===== config.mk =====
export PLATFORM = sky130hd
export DESIGN_NAME = fpadd_single
export DESIGN_NICKNAME = d
export VERILOG_FILES = /design/src/rtl/fpadd_pkg.sv /design/src/rtl/fpadd_single.sv
export SDC_FILE = /design/constraint.sdc
export NUM_CORES = 1
export LEC_CHECK = 0
export ABC_AREA = 1
export CAP_MARGIN = 30
export CORE_MARGIN = 3
export CORE_UTILIZATION = 50
export CTS_BUF_LIST = sky130_fd_sc_hd__clkbuf_4
export DETAILED_ROUTE_END_ITERATION = 10
export GPL_TIMING_DRIVEN = 0
export HOLD_SLACK_MARGIN = 0.05
export PLACE_DENSITY = 0.69
export SLEW_MARGIN = 20
export SYNTH_ARGS = -nofsm -noshare
export SYNTH_HDL_FRONTEND = slang
export SYNTH_SLANG_ARGS = --single-unit

===== constraint.sdc =====
create_clock -name clk -period 15.8 [get_ports clk]
set_input_delay 4.74 -clock clk [delete_from_list [all_inputs] [get_ports clk]]
set_output_delay 4.74 -clock clk [all_outputs]
set_load 0.05 [all_outputs]

===== src/rtl/fpadd_pkg.sv =====
// Shared types and constants for the single-precision adder and its scheduler.
package fpadd_pkg;

  localparam int unsigned FP_W      = 32;
  localparam int unsigned FPADD_LAT = 2;

  typedef logic [FP_W-1:0] fp_word_t;

  localparam fp_word_t FP_QNAN = 32'h7FC0_0000;

endpackage


===== src/rtl/fpadd_single.sv =====
// Two-stage IEEE-754 single adder, round-to-nearest-even, denormals flushed to zero.
module fpadd_single
  import fpadd_pkg::*;
(
  input  logic     clk,
  input  fp_word_t reg_A,
  input  fp_word_t reg_B,
  output fp_word_t out
);

  // Stage 1: unpack, order by magnitude, align the smaller operand.
  logic        sa, sb, a_big;
  logic [7:0]  ea, eb, big_e, small_e, d;
  logic [22:0] ma, mb, big_mn, small_mn;
  logic        a_nan, b_nan, a_inf, b_inf, a_zero, b_zero;
  logic [26:0] big_m, small_full, small_al;
  logic        spec;
  fp_word_t    spec_val;

  assign sa = reg_A[31];
  assign sb = reg_B[31];
  assign ea = reg_A[30:23];
  assign eb = reg_B[30:23];
  assign ma = reg_A[22:0];
  assign mb = reg_B[22:0];

  assign a_nan  = (ea == 8'hFF) && (ma != '0);
  assign b_nan  = (eb == 8'hFF) && (mb != '0);
  assign a_inf  = (ea == 8'hFF) && (ma == '0);
  assign b_inf  = (eb == 8'hFF) && (mb == '0);
  assign a_zero = (ea == 8'h00);
  assign b_zero = (eb == 8'h00);

  always_comb begin
    a_big      = ({ea, ma} >= {eb, mb});
    big_e      = a_big ? ea : eb;
    small_e    = a_big ? eb : ea;
    big_mn     = a_big ? ma : mb;
    small_mn   = a_big ? mb : ma;
    d          = big_e - small_e;
    big_m      = {1'b1, big_mn, 3'b000};
    small_full = {1'b1, small_mn, 3'b000};
    // Bits shifted past the guard positions collapse into the sticky LSB.
    if (d >= 8'd27) begin
      small_al = 27'd1;
    end else begin
      small_al = (small_full >> d)
               | {26'd0, |(small_full & ~(27'h7FF_FFFF << d))};
    end
  end

  always_comb begin
    spec     = 1'b1;
    spec_val = '0;
    if (a_nan || b_nan)       spec_val = FP_QNAN;
    else if (a_inf && b_inf)  spec_val = (sa == sb) ? reg_A : FP_QNAN;
    else if (a_inf)           spec_val = reg_A;
    else if (b_inf)           spec_val = reg_B;
    else if (a_zero && b_zero) spec_val = {sa & sb, 31'd0};
    else if (a_zero)          spec_val = reg_B;
    else if (b_zero)          spec_val = reg_A;
    else                      spec     = 1'b0;
  end

  logic        spec_q, sign_q, sub_q;
  fp_word_t    spec_val_q;
  logic [7:0]  exp_q;
  logic [26:0] big_q, small_q;

  always_ff @(posedge clk) begin
    spec_q     <= spec;
    spec_val_q <= spec_val;
    sign_q     <= a_big ? sa : sb;
    sub_q      <= sa ^ sb;
    exp_q      <= big_e;
    big_q      <= big_m;
    small_q    <= small_al;
  end

  // Stage 2: add/subtract, normalise, round.
  logic [27:0]        sum;
  logic [26:0]        norm;
  logic [4:0]         lz;
  logic               found;
  logic signed [9:0]  exp_n, exp_r;
  logic [23:0]        mant;
  logic               up;
  logic [24:0]        mant_r;
  logic [22:0]        frac;
  fp_word_t           result;

  always_comb begin
    sum   = sub_q ? ({1'b0, big_q} - {1'b0, small_q}) : ({1'b0, big_q} + {1'b0, small_q});
    lz    = '0;
    found = 1'b0;
    for (int i = 26; i >= 0; i--) begin
      if (!found && sum[i]) begin
        lz    = 5'(26 - i);
        found = 1'b1;
      end
    end
    if (sum[27]) begin
      norm  = sum[27:1] | {26'd0, sum[0]};
      exp_n = $signed({2'b00, exp_q}) + 10'sd1;
    end else begin
      norm  = sum[26:0] << lz;
      exp_n = $signed({2'b00, exp_q}) - $signed({5'd0, lz});
    end
    mant   = norm[26:3];
    up     = norm[2] & ((|norm[1:0]) | mant[0]);
    mant_r = {1'b0, mant} + {24'd0, up};
    exp_r  = mant_r[24] ? exp_n + 10'sd1 : exp_n;
    frac   = mant_r[24] ? mant_r[23:1] : mant_r[22:0];

    if (spec_q)                result = spec_val_q;
    else if (sum == '0)        result = '0;
    else if (exp_r <= 10'sd0)  result = {sign_q, 31'd0};
    else if (exp_r >= 10'sd255) result = {sign_q, 8'hFF, 23'd0};
    else                       result = {sign_q, exp_r[7:0], frac};
  end

  always_ff @(posedge clk) begin
    out <= result;
  end

endmodule


==> results of run 1 <==
where the power goes:
group / total [mW] / switching, mW / internal, mW / leakage [nW]
Clock: 0.203 / 0.135 / 0.0677 / 0.136
Combinational: 1.46 / 1.03 / 0.428 / 6.67
Sequential: 0.405 / 0.0317 / 0.374 / 1.03
Total: 2.06 / 1.19 / 0.869 / 7.84
how the worst max path moves through the flow:
stage | start | end | slack (ps) | cells after the start
after floorplan | reg_B[6] | small_q[2]$_SDFF_PP0_ | 6870 | 36
after global placement | reg_B[23] | small_q[2]$_SDFF_PP0_ | 4480 | 33
after detailed placement | reg_A[23] | small_q[0]$_SDFF_PP1_ | 4480 | 27
after CTS | reg_A[23] | small_q[0]$_SDFF_PP1_ | 5050 | 27
after global routing | reg_A[23] | small_q[0]$_SDFF_PP1_ | 4300 | 27
final | reg_A[23] | small_q[0]$_SDFF_PP1_ | 4720 | 27
registers in the layout, indices dropped and copies added, names as in the netlist:
| name | flops |
|---|---|
| sub_q | 1 |
| spec_q | 1 |
| big_q | 23 |
| out | 32 |
| small_q | 27 |
| sign_q | 1 |
| exp_q | 8 |
| spec_val_q | 32 |
cells by family after synthesis:
kind of cell,synth area share
AND/OR/NAND/NOR,0.441
buffers and inverters,0.117
AO/OA/AOI/OAI,0.151
flip-flops,0.175
adder cells (fa/ha/maj),0.0816
XOR/XNOR,0.0343
layout make-up:
type | count | share of cell area
inverters | 327 | 0.0768
plain buffers | 85 | 0.0275
well taps | 378 | 0.0296
clock inverters | 15 | 0.00806
multi-input cells | 1912 | 0.633
diodes | 1 | 0.000157
repair buffers | 97 | 0.0606
flip-flops and latches | 125 | 0.157
clock buffers | 17 | 0.00798
layout by cell type, fill, tap and decap left out, drive strengths merged, types with 3 or more instances in the layout:
cell type,count
nand2,797
nand3,249
clkbuf,63
xnor2,14
nand3b,7
nor3,30
and2,3
nor2,213
buf,40
inv,326
dfxtp,125
o211ai,24
a31oi,9
o21a,3
nand4,68
ha,90
a211oi,4
a22oi,16
clkinv,14
a21oi,108
o21ai,160
nor4,14
o22ai,26
xor2,36
o21bai,11
or2,11
clkdlybuf4s50,96
critical path, stage by stage:
cell	delay, ps
clkdlybuf4s50_1	540
ha_1	370
clkbuf_1	460
inv_1	300
nor4_1	550
a21oi_1	120
nand3_1	300
clkbuf_1	420
nand2_1	110
o21ai_0	190
o21bai_1	200
nand2_1	80
o211ai_1	170
a31oi_1	150
xor2_1	620
nand2_1	260
nor2_1	500
inv_1	120
clkbuf_1	310
nor2_1	160
nor2_1	50
nor3_1	180
nand4_1	110
nor2_1	130
nand3b_1	90
nor2_1	180
nand2_1	90
per-layer routing:
layer | share of wire | wire [µm]
met5 | 0 | 0
met4 | 0.049 | 2810
met3 | 0.096 | 5480
met2 | 0.43 | 24300
met1 | 0.43 | 24200
through the flow:
stage	cells	total power, mW	hold WS, ps
after detailed placement	2924	1.82	408
after global placement	2923	1.81	415
after global routing	2957	2.20	437
final	2957	2.06	435
after CTS	2956	2.03	434
after floorplan	2449	1.38	399
==> out/results.ini, run 1 <==
[place]
pre_cts_slack_ps=4480
routabilityCongestion=1.05
postPlaceCellArea_um2=15700
place_hpwl_um=47200
numPortBuffers=96

[route]
finalWirelength_um=56800
detail_route.iter0.violations=2085
drt-vias-per-instance=5.88
detailedRoute.firstPassIterationCount=6
final_antenna_net_count=0
vias=17375
wl_per_cell_um=19.2
drcViolationCount=0

[logic_synthesis]
netlist.top_cell.by_area=nand2_1
ys_seq_elements=125
synth_flop_cell=dfxtp_1
synth.top_cells.by_count=nand2_1 (762), inv_1 (292), nand3_1 (235)
synth_sequential_area_ratio=0.175
post_synth_num_cell_types=64
synth.most_common_cell=nand2_1
syn-num-nets=2606
synth_largest_type_area_fraction=0.200
post_synth_instance_area_um2=14300
synth-async-reset-ratio=0
number_of_flops_mapped_to_enable_cells_by_yosys=0
post_synth_inst_count=2449
synth.top_cells.by_area=nand2_1 (20%), dfxtp_1 (18%), nand3_1 (8.2%), ha_1 (7.9%), inv_1 (7.7%)
synth.avg_cell_area_um2=5.83
synthesis.yosys.warnings=0

[clock_tree]
cts_hold_buffers=0
clk_tree_root_cell=clkbuf_4
cts_tree=built
tritoncts.num_buffers=17
clk-insertion-delay-late_ps=550
clkSinkCount=125
postCtsSetupRepairBufs=0
ctsResizeCount=0
cts.reportedPaths.clkPinSlew_ps=110
ctsHtreeMaxLevel=4
ctsLongestPathBuffers=2

[cells_and_area]
final_cell_area_excluding_filler_cells_um2=16000
num-fill-cells=2935
sequential_cell_area_um2=2500
layout_cell_share_with_drive_strength_beyond_1=0.0787
area_of_the_multi_input_gates_um2=10100
num-nets-final=2722
area_grow_syn2layout_pct=11.9
fin_util=0.571

[status]
outcome=finished, final reports clean

[worst_hold_path]
holdCritPathClass=reg -> reg
hold_path_sink=out[14]$_DFF_P_
holdPathStages=2
hold_path.startpoint=spec_val_q[14]$_SDFF_PP0_

[global_routing]
overall_overflow_remaining_after_global_route=0
antenna_found_initial=1
tot_gr_track_use=0.364
groute.layer.met3.usage=0.0498
m2_gr_usage=0.564
top_usage_layer=met2
met1_usage=0.503
grt_pass1_vias=16055
grt_first_pass_wirelength_um=88300
pin_count_of_the_biggest_net_entering_global_routing=17

[worst_setup_path]
endpoint_kind=register
worstReg2RegEnd=out[14]$_DFF_P_
cp.required_ps=16220
critical_path_class=in -> reg
reg2reg_from=small_q[3]$_SDFF_PP0_
worstPathMaxFanout=10
worst_ep_arrival_time_ps=11500
timing.reg2reg.worst_path_depth=39
worst-r2r-setup-slack_ps=8500
crit_path_start_kind=input port

[floorplanning]
core_um2=28000
floorplan.die.height_um=175
fp.dieArea_um2=30600
io_pins=97
rows=61
starting_density_of_the_core=0.510
die_x_um=175

[sta]
finalCriticalPeriod_ps=11080
setup_tns_ps=0
slew_violations=0
report.final.setup_viol=0
postLayoutSetupSlackWorst_ps=4720
rsz0062_at_grt=no
report.final.hold_viol_count=0
timing.clock.skew_ps=35.3
timing.max_slew.rel_slack=0.312
fmax_mhz=90.3
final_min_period_over_clock_period=0.701
worstMarginPinSlew_ps=1030

[power_and_ir_drop]
pwr_density_cell_nw_per_um2=129
ir_drop_v=0.0000923
cellLeakagePower_nw=7.84

[run]
total_of_max_cap_violations=0

Note: power is estimated with default switching activity, not from simulation.
==> inputs of run 2 (changes only) <==
- clock period: 15.8 -> 11.22 ns (I/O delays scaled with it)
==> results of run 2 <==
The final DEF is identical to that of run 1. Status: finished, final reports clean.
Among the figures that moved: setup slack after placement 4480 ps -> 1280 ps; setup slack after layout 4720 ps -> 1520 ps; register-to-register setup slack 8500 ps -> 3920 ps; total power 2.06 mW -> 2.91 mW; worst IR drop on VDD 0.0000923 V -> 0.000130 V
==> inputs of run 3 (changes only) <==
- clock period: 11.22 -> 11.6 ns (I/O delays scaled with it)
==> results of run 3 <==
The final DEF is identical to that of run 1. Status: finished, final reports clean.
Among the figures that moved: setup slack after placement 4480 ps -> 1540 ps; setup slack after layout 4720 ps -> 1780 ps; register-to-register setup slack 8500 ps -> 4300 ps; total power 2.06 mW -> 2.81 mW; worst IR drop on VDD 0.0000923 V -> 0.000126 V
